===== src/rtl/pipeline_stage_reg_if.sv =====
// Valid/ready stream bundle for one side of a pipeline stage register.
// Handshake: a beat transfers on a rising clk edge where valid and ready are
// both high. Once valid is raised, the master holds valid, data and ctrl
// unchanged until that transfer. Ready never depends combinationally on valid.
interface pipeline_stage_reg_if #(
    parameter int DATA_W = 128,
    parameter int CTRL_W = 8
);
    logic              valid;
    logic              ready;
    logic [DATA_W-1:0] data;
    logic [CTRL_W-1:0] ctrl;

    modport master (output valid, output data, output ctrl, input ready);
    modport slave  (input valid, input data, input ctrl, output ready);
endinterface


===== src/rtl/pipeline_stage_reg.sv =====
// Elastic pipeline stage register: a 2-entry skid buffer (main + skid) with
// valid/ready handshake, synchronous flush and occupancy report.
// Optional feature macro: PIPE_PERF_CNT_EN builds saturating stall/bubble
// counters; without it stall_cnt and bubble_cnt are tied to zero.
// Handshake: accept = in.valid & in.ready, pop = out.valid & out.ready.
// in.ready comes from registered state only, so there is no combinational
// path from out.ready to in.ready.
module pipeline_stage_reg #(
    parameter int DATA_W = 128,
    parameter int CTRL_W = 8,
    parameter int CNT_W  = 32
) (
    input  logic                 clk,
    input  logic                 reset,
    input  logic                 flush,
    pipeline_stage_reg_if.slave  in_if,
    pipeline_stage_reg_if.master out_if,
    output logic [1:0]           occupancy,
    output logic [CNT_W-1:0]     stall_cnt,
    output logic [CNT_W-1:0]     bubble_cnt,
    output logic [1:0]           state_dbg
);

    typedef enum logic [1:0] {
        EMPTY = 2'd0,
        ONE   = 2'd1,
        FULL  = 2'd2
    } state_t;

    state_t            state;
    logic [DATA_W-1:0] main_data;
    logic [CTRL_W-1:0] main_ctrl;
    logic [DATA_W-1:0] skid_data;
    logic [CTRL_W-1:0] skid_ctrl;
    logic              accept;
    logic              pop;

    // Handshake and output decode from registered state.
    assign in_if.ready  = (state != FULL);
    assign out_if.valid = (state != EMPTY);
    assign out_if.data  = main_data;
    assign out_if.ctrl  = out_if.valid ? main_ctrl : '0;
    assign accept       = in_if.valid & in_if.ready;
    assign pop          = out_if.valid & out_if.ready;
    assign occupancy    = state;
    assign state_dbg    = state;

    // Skid-buffer FSM: main always holds the oldest entry, skid the younger.
    always_ff @(posedge clk) begin
        if (reset) begin
            state     <= EMPTY;
            main_data <= '0;
            main_ctrl <= '0;
            skid_data <= '0;
            skid_ctrl <= '0;
        end else if (flush) begin
            // Kill everything held; the incoming beat is dropped too.
            state     <= EMPTY;
            main_ctrl <= '0;
            skid_ctrl <= '0;
        end else begin
            case (state)
                EMPTY: begin
                    if (accept) begin
                        main_data <= in_if.data;
                        main_ctrl <= in_if.ctrl;
                        state     <= ONE;
                    end
                end
                ONE: begin
                    if (accept && pop) begin
                        main_data <= in_if.data;
                        main_ctrl <= in_if.ctrl;
                    end else if (accept) begin
                        skid_data <= in_if.data;
                        skid_ctrl <= in_if.ctrl;
                        state     <= FULL;
                    end else if (pop) begin
                        // Data is left in place; only the sideband is dropped.
                        main_ctrl <= '0;
                        state     <= EMPTY;
                    end
                end
                FULL: begin
                    if (pop) begin
                        main_data <= skid_data;
                        main_ctrl <= skid_ctrl;
                        skid_ctrl <= '0;
                        state     <= ONE;
                    end
                end
                default: begin
                    state <= EMPTY;
                end
            endcase
        end
    end

`ifdef PIPE_PERF_CNT_EN
    logic [CNT_W-1:0] stall_q;
    logic [CNT_W-1:0] bubble_q;
    logic [CNT_W-1:0] cnt_one;

    assign cnt_one = {{(CNT_W-1){1'b0}}, 1'b1};

    // Saturating performance counters; only reset clears them.
    always_ff @(posedge clk) begin
        if (reset) begin
            stall_q  <= '0;
            bubble_q <= '0;
        end else begin
            if (out_if.valid && !out_if.ready && (stall_q != '1)) begin
                stall_q <= stall_q + cnt_one;
            end
            if (out_if.ready && !out_if.valid && (bubble_q != '1)) begin
                bubble_q <= bubble_q + cnt_one;
            end
        end
    end

    assign stall_cnt  = stall_q;
    assign bubble_cnt = bubble_q;
`else
    assign stall_cnt  = '0;
    assign bubble_cnt = '0;
`endif

endmodule


===== src/flat_wrapper.sv =====
// flat-port wrapper written by rule: the top's interface ports become plain ports
module pipeline_stage_reg_flat 
#(
    parameter int DATA_W = 128,
    parameter int CTRL_W = 8,
    parameter int CNT_W  = 32
)
  (clk, reset, flush, occupancy, stall_cnt, bubble_cnt, state_dbg, in_if_valid, in_if_data, in_if_ctrl, in_if_ready, out_if_valid, out_if_data, out_if_ctrl, out_if_ready);
  pipeline_stage_reg_if #(.DATA_W(DATA_W), .CTRL_W(CTRL_W)) in_if_i ();
  pipeline_stage_reg_if #(.DATA_W(DATA_W), .CTRL_W(CTRL_W)) out_if_i ();
  input  logic clk;
  input  logic reset;
  input  logic flush;
  output logic [1:0] occupancy;
  output logic [CNT_W-1:0] stall_cnt;
  output logic [CNT_W-1:0] bubble_cnt;
  output logic [1:0] state_dbg;
  input wire logic [$bits(in_if_i.valid)-1:0] in_if_valid;
  input wire logic [$bits(in_if_i.data)-1:0] in_if_data;
  input wire logic [$bits(in_if_i.ctrl)-1:0] in_if_ctrl;
  output wire logic [$bits(in_if_i.ready)-1:0] in_if_ready;
  output wire logic [$bits(out_if_i.valid)-1:0] out_if_valid;
  output wire logic [$bits(out_if_i.data)-1:0] out_if_data;
  output wire logic [$bits(out_if_i.ctrl)-1:0] out_if_ctrl;
  input wire logic [$bits(out_if_i.ready)-1:0] out_if_ready;
  assign in_if_i.valid = in_if_valid;
  assign in_if_i.data = in_if_data;
  assign in_if_i.ctrl = in_if_ctrl;
  assign in_if_ready = in_if_i.ready;
  assign out_if_valid = out_if_i.valid;
  assign out_if_data = out_if_i.data;
  assign out_if_ctrl = out_if_i.ctrl;
  assign out_if_i.ready = out_if_ready;
  pipeline_stage_reg #(.DATA_W(DATA_W), .CTRL_W(CTRL_W), .CNT_W(CNT_W)) u_core (.clk(clk), .reset(reset), .flush(flush), .in_if(in_if_i), .out_if(out_if_i), .occupancy(occupancy), .stall_cnt(stall_cnt), .bubble_cnt(bubble_cnt), .state_dbg(state_dbg));
endmodule

===== config.mk =====
export PLATFORM = sky130hd
export DESIGN_NAME = pipeline_stage_reg_flat
export DESIGN_NICKNAME = d
export VERILOG_FILES = /design/src/rtl/pipeline_stage_reg_if.sv /design/src/rtl/pipeline_stage_reg.sv /design/src/flat_wrapper.sv
export SDC_FILE = /design/constraint.sdc
export NUM_CORES = 1
export LEC_CHECK = 0
export CAP_MARGIN = 30
export CORE_MARGIN = 4
export CORE_UTILIZATION = 52
export CTS_CLUSTER_SIZE = 14
export DETAILED_ROUTE_END_ITERATION = 10
export PLACE_DENSITY = 0.95
export SLEW_MARGIN = 20
export SYNTH_ARGS = -nofsm -noshare
export SYNTH_HDL_FRONTEND = slang
export SYNTH_SLANG_ARGS = --single-unit

===== constraint.sdc =====
create_clock -name clk -period 3.2 [get_ports clk]
set_input_delay 0.64 -clock clk [delete_from_list [all_inputs] [get_ports clk]]
set_output_delay 0.64 -clock clk [all_outputs]
set_load 0.02 [all_outputs]

==> results.py <==
metrics = {
    "synthesis": {
        "synth_flop_cell": "dfxtp_1",
        "synth_area_mm2": 0.0126,
        "syn_avg_cell_area_um2": 9.18,
        "synth_cell_types": 42,
        "synthCells": 1375,
        "yosysSeqAreaShare": 0.435,
        "ys_ff_latch": 274,
        "ys.warnings.count": 0,
        "synth-async-reset-ratio": 0,
        "synth_edf_count": 0,
    },
    "placement": {
        "place_ws_ns": 0.412,
        "dp_hpwl_um": 23300,
        "globalplace.congestion": 0.831,
        "place_area_mm2": 0.0151,
        "portBuffers": 282,
    },
    "timing": {
        "worstMarginPinSlew_ns": 0.885,
        "clock_skew_ns": 0.0238,
        "rsz0062_at_grt": "no",
        "min_period_ns": 2.98,
        "drv_slew": 0,
        "setup_tns_ns": 0,
        "hold_violations": 0,
        "setup_viol": 0,
        "finalCritPeriodShare": 0.930,
        "fmax_mhz": 336,
        "finalWorstSetupSlack_ns": 0.224,
        "slew_headroom": 0.410,
    },
    "global_route": {
        "antenna_found_initial": 2,
        "grt_pass1_vias": 11400,
        "grt_max_degree": 175,
        "grt_overflow": 0,
        "grt_pass1_wl_um": 60300,
        "grt_usage": 0.270,
    },
    "clocking": {
        "htree_num_levels": 1,
        "cts_tree": "done",
        "cts_max_path_buffers": 3,
        "root_buffer": "clkbuf_16",
        "clk_latency_ns": 0.55,
        "clock-sinks": 274,
        "cts_buffers": 29,
        "clk_pin_slew_ns": 0.06,
    },
    "worst_setup_path": {
        "worst-path-max-fanout": 16,
        "r2r_setup_slack_ns": 0.48,
        "worst_path_max_delay_cell": "clkdlybuf4s50_1",
        "critPathLaunchType": "flop",
        "crit_path_end_kind": "output port",
        "worstPathArrival_ns": 2.34,
        "worstPathCellList": "inv_1, ha_2, nor2b_1, clkdlybuf4s50_1",
        "r2r-start": "u_core.occupancy[0]",
        "r2r_end": "u_core.out_if.data[19]",
        "critPathKind": "flop to output port",
        "worstPathRequired_ns": 2.56,
        "crit_path_max_incr_delay_ns": 0.63,
        "ff2ff_path_depth": 7,
    },
    "floorplanning": {
        "dieArea_mm2": 0.0268,
        "rows": 56,
        "die_h_um": 164,
        "core-area_mm2": 0.0237,
        "die_w_um": 164,
        "ioPinCount": 347,
        "initial_utilization": 0.533,
    },
    "finish": {
        "finalInstanceArea_mm2": 0.0161,
        "fillerInstances": 1722,
        "mostFrequentLayoutCell": "clkdlybuf4s50_1",
        "final_cell_mix": "281 x clkdlybuf4s50_1, 274 x dfxtp_1, 265 x nand2_1, 146 x a21oi_1, 129 x o41ai_1",
        "n_antenna_cell": 0,
        "syn2layout_area_growth_pct": 27.5,
        "multi_input_comb_area_mm2": 0.00608,
        "register_area_mm2": 0.00549,
        "drive_gt1_frac": 0.0532,
        "layout.nets": 1686,
    },
    "worst_hold_path": {
        "hold_path_depth": 2,
        "worstHoldStart": "reset",
        "hp-class": "input pin to flop",
        "whs_endpoint": "u_core.skid_data[68]",
    },
    "drt": {
        "wl_um": 38900,
        "wl_per_cell_um": 20.7,
        "drcViolationCount": 0,
        "vias_per_cell": 6.24,
        "ant_nets": 0,
        "vias": 11700,
        "first_iter_violations": 1132,
        "drt-pass1-iter-count": 6,
    },
    "run": {
        "drv_cap": 0,
    },
    "power_and_ir_drop": {
        "total_power_mw": 8.71,
        "leakage_nw": 5.24,
        "power.density_mw_per_mm2": 541,
        "ir_drop_uv": 408,
    },
    "run_status": {
        "status": "finished clean",
    },
}
-- through the flow --
| step | utilization | hold slack, ns | cells |
|---|---|---|---|
| 2_1_floorplan | - | 0.427 | 1438 |
| 3_3_place_gp | 0.638 | 0.435 | 1828 |
| 3_5_place_dp | 0.638 | 0.443 | 1828 |
| 4_1_cts | 0.679 | 0.333 | 1879 |
| 5_1_grt | 0.680 | 0.337 | 1879 |
| 6_report | 0.680 | 0.359 | 1879 |
-- registers in the layout, summed over array words and instances, names as in the netlist --
name / cells
u_core.skid_data: 128
u_core.skid_ctrl: 8
u_core.occupancy: 2
u_core.out_if.data: 128
u_core.main_ctrl: 8
-- where the power goes --
part | leakage, nW | internal, mW | switching, mW
registers | 2.23 | 3.58 | 0.100
logic | 2.54 | 0.633 | 0.962
clock network | 0.475 | 2.06 | 1.36
total | 5.24 | 6.28 | 2.42
-- synth_stat cells (2+ instances only) --
library cell | instances | area (um2)
buf_4 | 67 | 503
nor2_1 | 2 | 7.51
a21o_1 | 2 | 15.0
buf_8 | 10 | 150
mux2i_1 | 128 | 1280
or3b_1 | 2 | 17.5
a2111oi_0 | 8 | 70.1
inv_1 | 5 | 18.8
nand2_1 | 265 | 995
nor3_1 | 8 | 40.0
or3b_2 | 6 | 52.6
dfxtp_1 | 274 | 5490
nor2b_1 | 9 | 56.3
buf_6 | 5 | 56.3
buf_2 | 34 | 170
a21oi_1 | 146 | 731
nor4bb_1 | 2 | 20.0
o311ai_1 | 20 | 175
clkbuf_1 | 112 | 420
and3_1 | 8 | 50.1
ha_1 | 5 | 62.6
o311ai_0 | 108 | 946
o41ai_1 | 129 | 1130
nand2b_1 | 2 | 12.5
-- worst max path at each step --
stage,endpoint,slack [ns],startpoint,depth (start not counted)
after floorplan,u_core.out_if.data[85],1.04,u_core.occupancy[0],9
after global placement,u_core.out_if.data[76],0.63,in_if_valid,6
after detailed placement,u_core.skid_ctrl[3],0.41,u_core.occupancy[0],6
after CTS,out_if_ctrl[5],0.03,u_core.occupancy[0],4
after global routing,out_if_ctrl[6],0.11,u_core.occupancy[0],4
final,out_if_ctrl[5],0.22,u_core.occupancy[0],4
-- critical path, delay by kind of cell (launching register included) --
family | cells | cell delay (ns)
adder cells (fa/ha/maj) | 1 | 0.33
buffers and inverters | 2 | 0.80
flip-flops | 1 | 0.52
AND/OR/NAND/NOR | 1 | 0.16
-- routing by layer --
metal	wire length, um	vias up	GRT usage	share of wire
met2	18500	678	0.450	0.48
met4	1620	4	0.103	0.042
met1	14900	5567	0.336	0.38
met3	3810	114	0.0725	0.098
met5	27	-	0	0.00069
li1	-	5367	-	-
-- cells by family (layout without fill, tap and decap cells) --
group | after synthesis | after routing | synth area share
flops | 274 | 274 | 0.435
buf+inv | 236 | 358 | 0.107
compound gates | 420 | 420 | 0.247
other cells | 1 | 64 | 0.000297
fa+ha+maj | 5 | 5 | 0.00496
simple gates | 311 | 311 | 0.105
mux | 128 | 128 | 0.102
-- repair_timing --
action,4_1_cts,5_1_grt
setup endpoints to repair,0,8
resized for setup,0,1
hold buffers,0,0
buffers inserted,0,0
-- layout make-up --
class,instances,area share
multi-input combinational,928,0.378
sequential,274,0.341
timing repair buffer,301,0.195
clock buffer,43,0.0527
tap,319,0.0248
clock inverter,8,0.00777
inverter,6,0.00148
No activity file was read; power rests on OpenSTA's default activity.
